## src/rtl/fifo_unloader.sv

```systemverilog
// Pulls words from an upstream FIFO and hands them to a valid/ready consumer
// through a 2-entry skid buffer.
module fifo_unloader #(
  parameter int BITNUMBER = 8,
  parameter int COUNTW    = 8
) (
  input  logic                 clk,
  input  logic                 reset,
  input  logic                 enable,
  input  logic                 Fifo_empty,
  input  logic [BITNUMBER-1:0] Fifo_Data_out,
  output logic                 Fifo_rd,
  input  logic                 ready_in,
  output logic                 valid_out,
  output logic [BITNUMBER-1:0] data_out,
  output logic [COUNTW-1:0]    word_count,
  output logic                 idle
);

  typedef enum logic [1:0] {IDLE, RUN, DRAIN} state_t;

  state_t                     state, state_nxt;
  logic [1:0][BITNUMBER-1:0]  mem;
  logic                       head, tail;
  logic [1:0]                 occ;
  logic                       inflight;
  logic                       pop;
  logic [2:0]                 fill;

  assign valid_out = (occ != 2'd0);
  assign data_out  = mem[head];
  assign pop       = valid_out & ready_in;
  assign idle      = (state == IDLE);
  assign fill      = {1'b0, occ} + {2'b00, inflight};

  // A read may be issued into a full pipeline only when a slot frees up in
  // the same cycle; the response lands two edges later, after the pop.
  always_comb begin
    Fifo_rd = 1'b0;
    if (!reset && state == RUN && !Fifo_empty && (fill < 3'd2 || pop))
      Fifo_rd = 1'b1;
  end

  always_comb begin
    state_nxt = state;
    case (state)
      IDLE:    if (enable) state_nxt = RUN;
      RUN:     if (!enable) state_nxt = DRAIN;
      DRAIN: begin
        if (enable)
          state_nxt = RUN;
        else if (occ == 2'd0 && !inflight && !pop)
          state_nxt = IDLE;
      end
      default: state_nxt = IDLE;
    endcase
  end

  always_ff @(posedge clk) begin
    if (reset) begin
      state      <= IDLE;
      mem        <= '0;
      head       <= 1'b0;
      tail       <= 1'b0;
      occ        <= 2'd0;
      inflight   <= 1'b0;
      word_count <= '0;
    end else begin
      state    <= state_nxt;
      inflight <= Fifo_rd;
      if (inflight) begin
        mem[tail] <= Fifo_Data_out;
        tail      <= ~tail;
      end
      if (pop) begin
        head       <= ~head;
        word_count <= word_count + COUNTW'(1);
      end
      case ({inflight, pop})
        2'b10:   occ <= occ + 2'd1;
        2'b01:   occ <= occ - 2'd1;
        default: occ <= occ;
      endcase
    end
  end

endmodule

```

## config.mk

```make
export PLATFORM = sky130hd
export DESIGN_NAME = fifo_unloader
export DESIGN_NICKNAME = d
export VERILOG_FILES = /design/src/rtl/fifo_unloader.sv
export SDC_FILE = /design/constraint.sdc
export NUM_CORES = 1
export LEC_CHECK = 0
export BUFFER_PORTS_ARGS = -buffer_cell sky130_fd_sc_hd__clkbuf_2
export CORE_ASPECT_RATIO = 0.7
export CORE_UTILIZATION = 51
export CTS_CLUSTER_DIAMETER = 200
export DETAILED_ROUTE_END_ITERATION = 8
export PLACE_DENSITY_LB_ADDON = 0.05
export SKIP_LAST_GASP = 1
export SLEW_MARGIN = 15
export SYNTH_ARGS = -nofsm -noshare
export SYNTH_HDL_FRONTEND = slang
export SYNTH_SLANG_ARGS = --single-unit
```

## constraint.sdc

```tcl
create_clock -name clk -period 2 [get_ports clk]
set_input_delay 0.4 -clock clk [delete_from_list [all_inputs] [get_ports clk]]
set_output_delay 0.4 -clock clk [all_outputs]
set_load 0.01 [all_outputs]
```

==> flow_summary.toml <==
[route]
drt_iter0_markers = 63
postRouteAntennaNets = 0
wl_per_cell_um = 12.6
vias_per_cell = 5.43
drcViolationCount = 0
wirelength_mm = 2.70
drtPass1Iterations = 4
vias = 1168

[yosys]
synth_mux_area_share_pct = 7.65
syn_inst = 154
yosys_register_bits = 31
netlist.top_cell.by_area = "dfxtp_1"
synth_area_um2 = 1310
synth_compound_area_share_pct = 14.2
yosysTopAreaCellShare_pct = 47.4
synthXorXnorAreaFrac_pct = 3.35
syn_nets = 169
ys.warnings.count = 0
seq_area_frac_synth_pct = 47.4
synth_adder_area_share_pct = 1.91
synth_top_family_by_area = "simple AND/OR/NAND/NOR gates"
avgSynthCellArea_um2 = 8.50
synthTopCellsByArea = "dfxtp_1, a21oi_1, nand2_1, mux2_2, nand3_1"
yosysUniqueCellTypes = 25
synth_simple_gate_area_share_pct = 21.7

[die]
design.die.area_um2 = 2780
fp.dieH_um = 44.4
die_w_um = 62.5
core_um2 = 2280
num_rows = 14
start_util_pct = 57.5
io_pins = 32

[clocking]
cts_max_level = 2
clockBufferDepth = 2
clk_pin_slew_ps = 80
cts_buffers = 5
clk_latency_ps = 320
cts_root_buf = "clkbuf_4"
tritoncts = "built"
hold_buffers = 0
cts.sinks = 31

[setup_path]
end_kind = "output port"
setup.worst_path.start_class = "flip-flop"
required_ps = 1600
worstSetupPathType = "reg2out"
cp.arrival_ps = 1440
critPathMaxFanout = 9

[timing]
max_freq_ghz = 0.544
period_minus_slack_ps = 1840
post-route-period-util_pct = 92.0
slew_headroom_pct = 61.9
setup_viol = 0
hold_violations = 0
fin_skew_ps = 4.54
setup_tns_ps = 0
worstMarginPinSlew_ps = 571
rsz0062_at_grt = "no"
slew_violations = 0

[grt]
grt_util_all_layers_pct = 22.0
grt_pass1_wl_mm = 4.62
grt_antenna_before_repair = 0
grt_max_degree = 32
grt-ovfl-total = 0
grt_pass1_vias = 1091

[final_layout]
area_delta_synth_final_pct = 15.9
nets = 199
drive_gt1_share_pct = 26.2
final_cell_area_um2 = 1520
antennaDiodeCount = 0
nFillCells = 201

[power]
peakVddDrop_uv = 463
power_mw = 1.08
p_leak_nw = 0.601
p_per_area_nw_per_um2 = 709

[placement]
portBuffers = 31
dpl-instance-area_um2 = 1470
globalplace.congestion = 0.724
hpwl_mm = 1.97

[hold_path]
hold_path_class = "in2reg"

[flow_run]
max-cap-violations = 0

[status]
status = "completed"
==> report_power, final <==
group / internal, mW / total, mW / switching, mW
logic: 0.0507 / 0.109 / 0.0582
clock network: 0.125 / 0.307 / 0.182
registers: 0.633 / 0.660 / 0.0267
==> cell usage in the layout, fill, tap and decap left out <==
master,count
a21oi_1,23
nor4_1,2
xor2_1,4
clkbuf_1,1
nor2_1,8
mux2i_1,1
nand4_1,2
o21ai_0,5
o21ai_2,1
nand3_1,9
nand2_1,28
or2_2,1
mux2_2,8
ha_1,2
clkbuf_4,5
a211oi_1,2
or4_1,3
inv_1,3
buf_4,1
dfxtp_2,1
dfxtp_1,30
clkbuf_2,31
nand2b_1,3
or3_1,3
o211ai_1,1
o31ai_1,2
nor2b_1,2
xnor2_1,1
==> layout make-up <==
class	instances	area (µm²)	area share (%)
Multi-Input combinational cell	111	639	42.2
Tap cell	32	40.0	2.64
Sequential cell	31	622	41.0
Inverter	3	11.3	0.743
Clock buffer	6	41.3	2.72
Timing Repair Buffer	32	163	10.7
==> path summary, 6_finish.rpt <==
kind | startpoint | to | slack (ps) | cells past startpoint
worst max register to register | occ[1] | occ[1] | 240 | 5
worst max-delay path | head | data_out[4] | 160 | 2
worst min-delay path | Fifo_empty | inflight | 250 | 2
worst min register to register | mem[5] | mem[5] | 460 | 2
==> registers in the layout (all words and copies together), names as in the netlist <==
name and flops:
state 2, word_count 8, head 1, inflight 1
occ 2, tail 1, mem 16
==> kinds of logic after synthesis <==
group | Yosys count
AO/OA/AOI/OAI | 34
multiplexers | 9
flip-flops | 31
XOR/XNOR | 5
AND/OR/NAND/NOR | 61
buffers and inverters | 12
adder cells (fa/ha/maj) | 2
==> worst max-delay path, stage by stage (launching register included) <==
cell      delay, ps
dfxtp_1         600
mux2_2          390
clkbuf_2        130
==> stage by stage <==
| stage | cells | hold slack (ps) | util, % | setup slack, ps |
|---|---|---|---|---|
| global placement | 209 | 439 | 64.7 | 372 |
| detailed placement | 209 | 444 | 64.7 | 255 |
| CTS | 215 | 247 | 66.5 | 139 |
| floorplan | 154 | 433 | - | 378 |
| finish | 215 | 253 | 66.6 | 160 |
| global route | 215 | 237 | 66.6 | 61.6 |
==> Yosys cell counts <==
cell and instances:
xor2_1 4, mux2_2 8, a21oi_1 23, o21ai_0 5, xnor2_1 1, inv_1 3, o31ai_1 2, nand3_1 9
nor4_1 2, nor2b_1 2, o211ai_1 1, clkbuf_1 8, o21ai_2 1, a211oi_1 2, dfxtp_1 31, nand2_1 28
ha_1 2, or2_2 1, mux2i_1 1, or3_1 3, nand2b_1 3, or4_1 3, nand4_1 2, nor2_1 8
buf_4 1
==> what timing repair did <==
action / 4_1_cts / 5_1_grt
setup endpoints to repair: 0 / 1
gates resized for setup: 0 / 1
setup buffers: 0 / 0
==> per-layer routing <==
| layer | routed length (µm) | GRT usage, % |
|---|---|---|
| met5 | 0 | 0 |
| met1 | 1290 | 25.9 |
| met2 | 1250 | 38.5 |
| met4 | 24 | 9.77 |
| met3 | 136 | 6.19 |
No activity file was read; power rests on OpenSTA's default activity.
